$ cat config.mk
export PLATFORM = sky130hd
export DESIGN_NAME = frame_write_sequencer
export DESIGN_NICKNAME = d
export VERILOG_FILES = /design/src/rtl/frame_write_sequencer.sv
export SDC_FILE = /design/constraint.sdc
export NUM_CORES = 1
export LEC_CHECK = 0
export ABC_CLOCK_PERIOD_IN_PS = 2500
export BUFFER_PORTS_ARGS = -buffer_cell sky130_fd_sc_hd__buf_4
export CAP_MARGIN = 10
export CORE_ASPECT_RATIO = 0.75
export CORE_MARGIN = 1.5
export CORE_UTILIZATION = 42
export CTS_CLUSTER_SIZE = 28
export DETAILED_ROUTE_END_ITERATION = 7
export PLACE_DENSITY_LB_ADDON = 0.3
export REMOVE_ABC_BUFFERS = 1
export SLEW_MARGIN = 20
export SYNTH_ARGS = -nofsm -noshare
export SYNTH_HDL_FRONTEND = slang
export SYNTH_SLANG_ARGS = --single-unit
$ cat constraint.sdc
create_clock -name piul1Clock -period 2.5 [get_ports piul1Clock]
set_input_delay 0.5 -clock piul1Clock [delete_from_list [all_inputs] [get_ports piul1Clock]]
set_output_delay 0.5 -clock piul1Clock [all_outputs]
set_load 0.01 [all_outputs]
$ cat src/rtl/frame_write_sequencer.sv
// Converts a raster-order pixel stream into one-hot quadrant write strobes with quadrant-local addresses.
// Frame capture is armed by FrameEnable; SOF resynchronises the raster counters.
module frame_write_sequencer #(
  parameter int H_ACTIVE = 640,
  parameter int V_ACTIVE = 480,
  parameter int DATA_W   = 12,
  parameter int ADDR_W   = 17
) (
  input  logic              piul1Clock,
  input  logic              piul1Reset,
  input  logic              piul1FrameEnable,
  input  logic              piul1PixValid,
  input  logic              piul1PixSof,
  input  logic [DATA_W-1:0] piul12PixData,
  output logic              poul1PixReady,
  output logic [3:0]        poul4WEnable,
  output logic [ADDR_W-1:0] poul17WAddr,
  output logic [DATA_W-1:0] poul12WData,
  output logic              poul1FrameDone,
  output logic              poul1SofError,
  output logic              poul1Busy
);

  localparam int SUB_W = H_ACTIVE / 2;
  localparam int SUB_H = V_ACTIVE / 2;
  localparam int COL_W = $clog2(H_ACTIVE);
  localparam int ROW_W = $clog2(V_ACTIVE);

  typedef enum logic [1:0] {IDLE = 2'd0, WAIT_SOF = 2'd1, WRITE = 2'd2} state_t;

  state_t            state_r, nextState_s;
  logic              busy_r;
  logic [COL_W-1:0]  col_r, colNext_s, colLocal_s;
  logic [ROW_W-1:0]  row_r, rowNext_s;
  logic [ADDR_W-1:0] rowBase_r, rowBaseNext_s;
  logic              accept_s, write_s, sofErr_s, frameDone_s;
  logic [1:0]        quad_s;
  logic [3:0]        wEnNext_s;
  logic [ADDR_W-1:0] wAddrNext_s;
  logic [3:0]        wEnable_r;
  logic [ADDR_W-1:0] wAddr_r;
  logic [DATA_W-1:0] wData_r;
  logic              frameDone_r, sofError_r;

  assign poul1PixReady = (state_r != IDLE);
  assign accept_s      = piul1PixValid & poul1PixReady;
  assign colLocal_s    = (col_r >= COL_W'(SUB_W)) ? (col_r - COL_W'(SUB_W)) : col_r;
  assign quad_s        = {row_r >= ROW_W'(SUB_H), col_r >= COL_W'(SUB_W)};

  // State register; Busy tracks the state it is registered with
  always_ff @(posedge piul1Clock) begin
    if (piul1Reset) begin
      state_r <= IDLE;
      busy_r  <= 1'b0;
    end else begin
      state_r <= nextState_s;
      busy_r  <= (nextState_s == WRITE);
    end
  end

  // Next-state logic
  always_comb begin
    nextState_s = state_r;
    case (state_r)
      IDLE: begin
        if (piul1FrameEnable) nextState_s = WAIT_SOF;
        else                  nextState_s = IDLE;
      end
      WAIT_SOF: begin
        if (accept_s && piul1PixSof) nextState_s = WRITE;
        else                         nextState_s = WAIT_SOF;
      end
      WRITE: begin
        if (frameDone_s) nextState_s = piul1FrameEnable ? WAIT_SOF : IDLE;
        else             nextState_s = WRITE;
      end
      default: nextState_s = IDLE;
    endcase
  end

  // Write decision and counter advance; the row base steps by SUB_W so no multiplier is needed
  always_comb begin
    write_s       = 1'b0;
    sofErr_s      = 1'b0;
    frameDone_s   = 1'b0;
    wEnNext_s     = 4'b0000;
    wAddrNext_s   = {ADDR_W{1'b0}};
    colNext_s     = col_r;
    rowNext_s     = row_r;
    rowBaseNext_s = rowBase_r;
    if (accept_s && piul1PixSof) begin
      // SOF always restarts the raster, even on the last pixel of a frame
      write_s       = 1'b1;
      sofErr_s      = (state_r == WRITE);
      wEnNext_s     = 4'b0001;
      colNext_s     = COL_W'(1);
      rowNext_s     = {ROW_W{1'b0}};
      rowBaseNext_s = {ADDR_W{1'b0}};
    end else if (accept_s && (state_r == WRITE)) begin
      write_s     = 1'b1;
      wEnNext_s   = 4'b0001 << quad_s;
      wAddrNext_s = rowBase_r + ADDR_W'(colLocal_s);
      if (col_r == COL_W'(H_ACTIVE - 1)) begin
        colNext_s = {COL_W{1'b0}};
        if (row_r == ROW_W'(V_ACTIVE - 1)) begin
          frameDone_s   = 1'b1;
          rowNext_s     = {ROW_W{1'b0}};
          rowBaseNext_s = {ADDR_W{1'b0}};
        end else begin
          rowNext_s     = row_r + ROW_W'(1);
          rowBaseNext_s = (row_r == ROW_W'(SUB_H - 1)) ? {ADDR_W{1'b0}}
                                                       : rowBase_r + ADDR_W'(SUB_W);
        end
      end else begin
        colNext_s = col_r + COL_W'(1);
      end
    end else begin
      write_s = 1'b0;
    end
  end

  // Raster counters
  always_ff @(posedge piul1Clock) begin
    if (piul1Reset) begin
      col_r     <= {COL_W{1'b0}};
      row_r     <= {ROW_W{1'b0}};
      rowBase_r <= {ADDR_W{1'b0}};
    end else begin
      col_r     <= colNext_s;
      row_r     <= rowNext_s;
      rowBase_r <= rowBaseNext_s;
    end
  end

  // Registered write port and status pulses; address and data hold between writes
  always_ff @(posedge piul1Clock) begin
    if (piul1Reset) begin
      wEnable_r   <= 4'b0000;
      wAddr_r     <= {ADDR_W{1'b0}};
      wData_r     <= {DATA_W{1'b0}};
      frameDone_r <= 1'b0;
      sofError_r  <= 1'b0;
    end else begin
      if (write_s) begin
        wEnable_r <= wEnNext_s;
        wAddr_r   <= wAddrNext_s;
        wData_r   <= piul12PixData;
      end else begin
        wEnable_r <= 4'b0000;
      end
      frameDone_r <= frameDone_s;
      sofError_r  <= sofErr_s;
    end
  end

  assign poul4WEnable   = wEnable_r;
  assign poul17WAddr    = wAddr_r;
  assign poul12WData    = wData_r;
  assign poul1FrameDone = frameDone_r;
  assign poul1SofError  = sofError_r;
  assign poul1Busy      = busy_r;

endmodule
## After elaboration in Yosys (flattened, before gate mapping)

Index checks and enable logic that the tools add are counted.

| cells by class | value |
|---|---|
| add/sub/neg operators | 5 |
| order comparisons | 2 |
| equality and inequality tests | 6 |
| shifts and indexed selects | 1 |
| multiplexer cells | 21 |
| bitwise operators | 4 |
| reduce and logical (&&, ||, !) cells | 10 |

Operators by type and width:

| operator | number |
|---|---|
| $mux 17 | 4 |
| $mux 10 | 2 |
| $add 17x10->17 | 1 |
| $add 17x9->17 const B | 1 |
| $mux 1 | 11 |
| $add 10x1->10 const B | 1 |
| $eq 10x10->1 const B | 1 |
| $ge 10x9->1 const B | 1 |
| $sub 10x9->10 const B | 1 |
| $add 9x1->9 const B | 1 |
| $eq 9x8->1 const B | 1 |
| $eq 9x9->1 const B | 1 |
| $ge 9x8->1 const B | 1 |
| $mux 9 | 1 |
| $pmux 2 s3 | 1 |
| $reduce_or 2->1 | 3 |
| $eq 2x2->1 const B | 2 |
| $mux 2 | 2 |
| $reduce_bool 2->1 | 2 |
| $reduce_or 4->1 | 1 |
| $shl 1x2->4 const A | 1 |
| $not 1->1 | 3 |
| $eq 2x1->1 const B | 1 |
| $logic_and 1x1->1 | 2 |
| other kinds (3) | 3 |

| word-level totals | value |
|---|---|
| flip-flop bits (word level) | 74 |
| input port bits | 17 |
| output and inout bits | 37 |
| logic and storage cells | 61 |

## Logic depth before layout (Yosys ltp)

| logic depth | value |
|---|---|
| depth after elaboration | 8 |
| mapped depth | 12 |
| mapped depth without buffers | 12 |

## Least setup slack after synthesis

OpenSTA, ideal clock, no wires.

| timing path | value |
|---|---|
| kind | reg2reg |
| from | register col_r[6] |
| to | register wAddr_r[14], in the netlist poul17WAddr[14] |
| arrival | 2,435 ps |
| data required time | 2,426 ps |
| setup slack | -9 ps |
| stages on the path, launching flop included | 13 |
| path buffers | 1 |
| period minus slack after synthesis | 2,509 ps |
| cell sequence | dfxtp_1 clkbuf_1 inv_1 ha_1 nand2_1 a21oi_1 mux2i_1 ha_1 a211oi_1 o21bai_1 nand3_1 xor2_1 o21ai_0 |

| between the ends | value |
|---|---|
| longest elaborated chain between the ends | 5 |
| elaborated cells between the ends (all ways) | 6 |

RTL lines:

| element | line | RTL |
|---|---|---|
| start: declaration | 33 | `logic [COL_W-1:0] col_r, colNext_s, colLocal_s;` |
| start signal: assignment | 125 | `col_r <= {COL_W{1'b0}};` |
| start signal: assignment | 129 | `col_r <= colNext_s;` |
| $sub 10x9->10 or $ge 10x9->1 (tied branches) | 47 | `assign colLocal_s = (col_r >= COL_W'(SUB_W)) ? (col_r - COL_W'(SUB_W)) : col_r;` |
| $mux 10 (*) | 47 |  |
| $add 17x10->17 (*) | 102 | `wAddrNext_s = rowBase_r + ADDR_W'(colLocal_s);` |
| $mux 17 (*) | 99 | `end else if (accept_s && (state_r == WRITE)) begin` |
| $mux 17 (*) | 91 | `if (accept_s && piul1PixSof) begin` |
| end signal: assignment | 139 | `wAddr_r <= {ADDR_W{1'b0}};` |
| end signal: assignment | 146 | `wAddr_r <= wAddrNext_s;` |
| end: declaration | 41 | `logic [ADDR_W-1:0] wAddr_r;` |

Mark *: on every way between the ends. The rest lies on a longest branch, timed or not.
A chain may end at the register's enable or synchronous reset.

## Worst setup path after layout

| timing path | value |
|---|---|
| from | register col_r[7] |
| to | register wAddr_r[16], in the netlist poul17WAddr[16] |

The elaborated chain is that of the path after synthesis.

==> qor.txt <==
EDFF count, synth -> 0
chip height -> 78.2 um
Setup Crit Path Kind -> flop to flop
sequential element share of the synthesized area -> 42.9%
Slew Limit Fails -> 0
Clock Tree Buf Depth -> 2
hpwl dp -> 5100 um
DR vias/cell -> 4.96
final cycle utilization of the critical path -> 92.7%
most frequent cells in the layout -> buf_4 (71), dfxtp_1 (67), nand2_1 (64)
Die Wd -> 103 um
Crit path required time -> 2740 ps
Max Cap Viol -> 0
crit path max fanout -> 7
Final Hold Violating Endpoints -> 0
CTS tree -> done
Worst VDD drop -> 242 uV
Worst-Skew Late Latency -> 350 ps
number of global-route vias before repair -> 2464
Synth-to-Final Area Change -> 26.9%
Std-Cell Rows -> 27
worst setup margin -> 182 ps
layout cells sized above 1 -> 25.3%
hold-fix buffers at CTS -> 0
via count -> 2676
Final TNS setup -> 0 ps
number of port buffers -> 53
status -> finished clean
Max Clk Rate -> 0.431 GHz
YS warnings -> 0
DP Worst Slack -> -126 ps
Post-Syn Area per Cell -> 8.66 um2
grt ovf -> 0
GRT Total Usage -> 18.1%
Mapped Area -> 0.00317 mm2
Final ANT Viol Nets -> 0
core area -> 0.00733 mm2
wire length per cell -> 12.8 um
Total Wirelength -> 6920 um
NumNets Final -> 462
Initial DRC Count -> 98
Slew @ Worst Pin -> 744 ps
initial antenna violation count -> 0
min Tclk post-route -> 2320 ps
largest net degree at the start of global routing -> 34
fill cell count -> 673
Power Density -> 545 mW/mm2
CTS Buf Count -> 9
Leak -> 1.65 nW
Cell variety after synth -> 50
Startpoint Class -> flop
htree depth -> 3
Die Area -> 0.00808 mm2
Final setup viols -> 0
Root Buffer -> clkbuf_8
clk slew on worst S/H paths -> 70 ps
post-synthesis register bit count -> 68
Worst setup EP type -> flop
Async SR Flop Fraction -> 0%
main flop type after synthesis -> dfxtp_1
Hold WC Path Type -> input port to flop
Critical Path AT -> 2550 ps
drt drc -> 0
GPL Wtd Cong -> 0.825
Mapped Cells -> 366
most common cell after layout, fill and taps aside -> buf_4
Max-Slew Margin vs Limit -> 50.3%
Ports -> 54
clock skew -> 10.2 ps
drt pass-1 iters -> 4
global-route wire length before repair -> 11400 um
clock sinks -> 68
starting density of the core -> 43.2%
ant diodes -> 0
[critical path, cell delays in order, from the launching register on]
cell      delay, ps
dfxtp_2         340
inv_2            50
ha_1            200
nand3_2          80
nand2_2          70
a21oi_4         160
mux2i_1         240
ha_1            280
a211oi_2        320
o21bai_4        130
nand3_1         120
xor2_1          140
o21ai_1          60
[flip-flops by register name, summed over array words and instances, names as in the netlist]
name / cells
rowBase_r: 11
poul1SofError: 1
row_r: 9
poul1FrameDone: 1
poul1Busy: 1
poul12WData: 12
poul4WEnable: 4
state_r: 2
col_r: 10
poul17WAddr: 17
[cells by family (layout without fill, tap and decap cells)]
logic type / after synthesis / after routing / synth area share [%]
AND/OR/NAND/NOR: 170 / 170 / 27.7
adder cells (fa/ha/maj): 12 / 12 / 4.74
AO/OA/AOI/OAI: 56 / 56 / 11.2
multiplexers: 1 / 1 / 0.316
buffers and inverters: 24 / 96 / 3.43
XOR/XNOR: 35 / 35 / 9.67
flip-flops: 68 / 68 / 42.9
[power breakdown]
| part | leakage (nW) | switching, mW | internal (mW) |
|---|---|---|---|
| logic | 0.990 | 0.0555 | 0.0418 |
| clock network | 0.113 | 0.411 | 0.584 |
| registers | 0.549 | 0.00674 | 1.09 |
| total | 1.65 | 0.473 | 1.72 |
[final timing paths]
check                                  endpoint  slack (ps)        startpoint  cells past startpoint
worst max-delay path            poul17WAddr[16]         180          col_r[7]                     12
worst min-delay path             poul12WData[2]         390  piul12PixData[2]                      3
worst max register to register  poul17WAddr[16]         180          col_r[7]                     12
worst min register to register  poul17WAddr[12]         450   poul17WAddr[12]                      2
[stage by stage]
stage | instances | hold slack [ps] | instance area [um2] | power, mW | utilization, %
floorplan | 351 | 466 | 3100 | 1.16 | -
global placement | 522 | 441 | 3750 | 1.22 | 51.1
detailed placement | 522 | 447 | 3750 | 1.22 | 51.1
CTS | 538 | 384 | 3980 | 2.21 | 54.2
global route | 539 | 403 | 4020 | 2.26 | 54.9
finish | 539 | 393 | 4020 | 2.19 | 54.9
[synthesized netlist by cell type (3+ instances only)]
master,number,area (um2)
dfxtp_1,68,1360
nor4_4,4,85.1
clkbuf_1,8,30.0
ha_1,12,150
o21ai_0,10,50.1
xnor2_1,17,149
nor2_1,47,176
a21oi_1,19,95.1
nand2_1,65,244
nand3_1,10,50.1
inv_1,9,33.8
xor2_1,18,158
nor4_1,4,25.0
nand2b_1,3,18.8
a22oi_1,11,82.6
nand4_1,7,43.8
nand3b_1,4,30.0
nor3_1,8,40.0
[cell type report]
class	instances	area [um2]	share of cell area, %
flip-flops and latches	68	1360	33.9
repair buffers	71	533	13.2
clock buffers	11	141	3.51
inverters	9	33.8	0.840
well taps	101	126	3.14
clock inverters	5	75.1	1.87
multi-input cells	274	1750	43.5
[what timing repair did]
action | in CTS | in global routing
pin swaps | 0 | 4
endpoints found under the hold margin | 0 | 0
endpoints found under the setup margin | 8 | 9
buffers inserted | 0 | 1
gates resized for setup | 3 | 11
[layer usage]
layer / GRT usage [%] / wire length [um] / share of wire (%) / up-vias
li1: - / - / - / 1383
met1: 24.8 / 3450 / 50 / 1226
met2: 26.8 / 3020 / 44 / 56
met3: 4.99 / 352 / 5.1 / 11
met4: 7.43 / 90 / 1.3 / 0
met5: 0 / 0 / 0 / -
No activity file was read; power rests on OpenSTA's default activity.
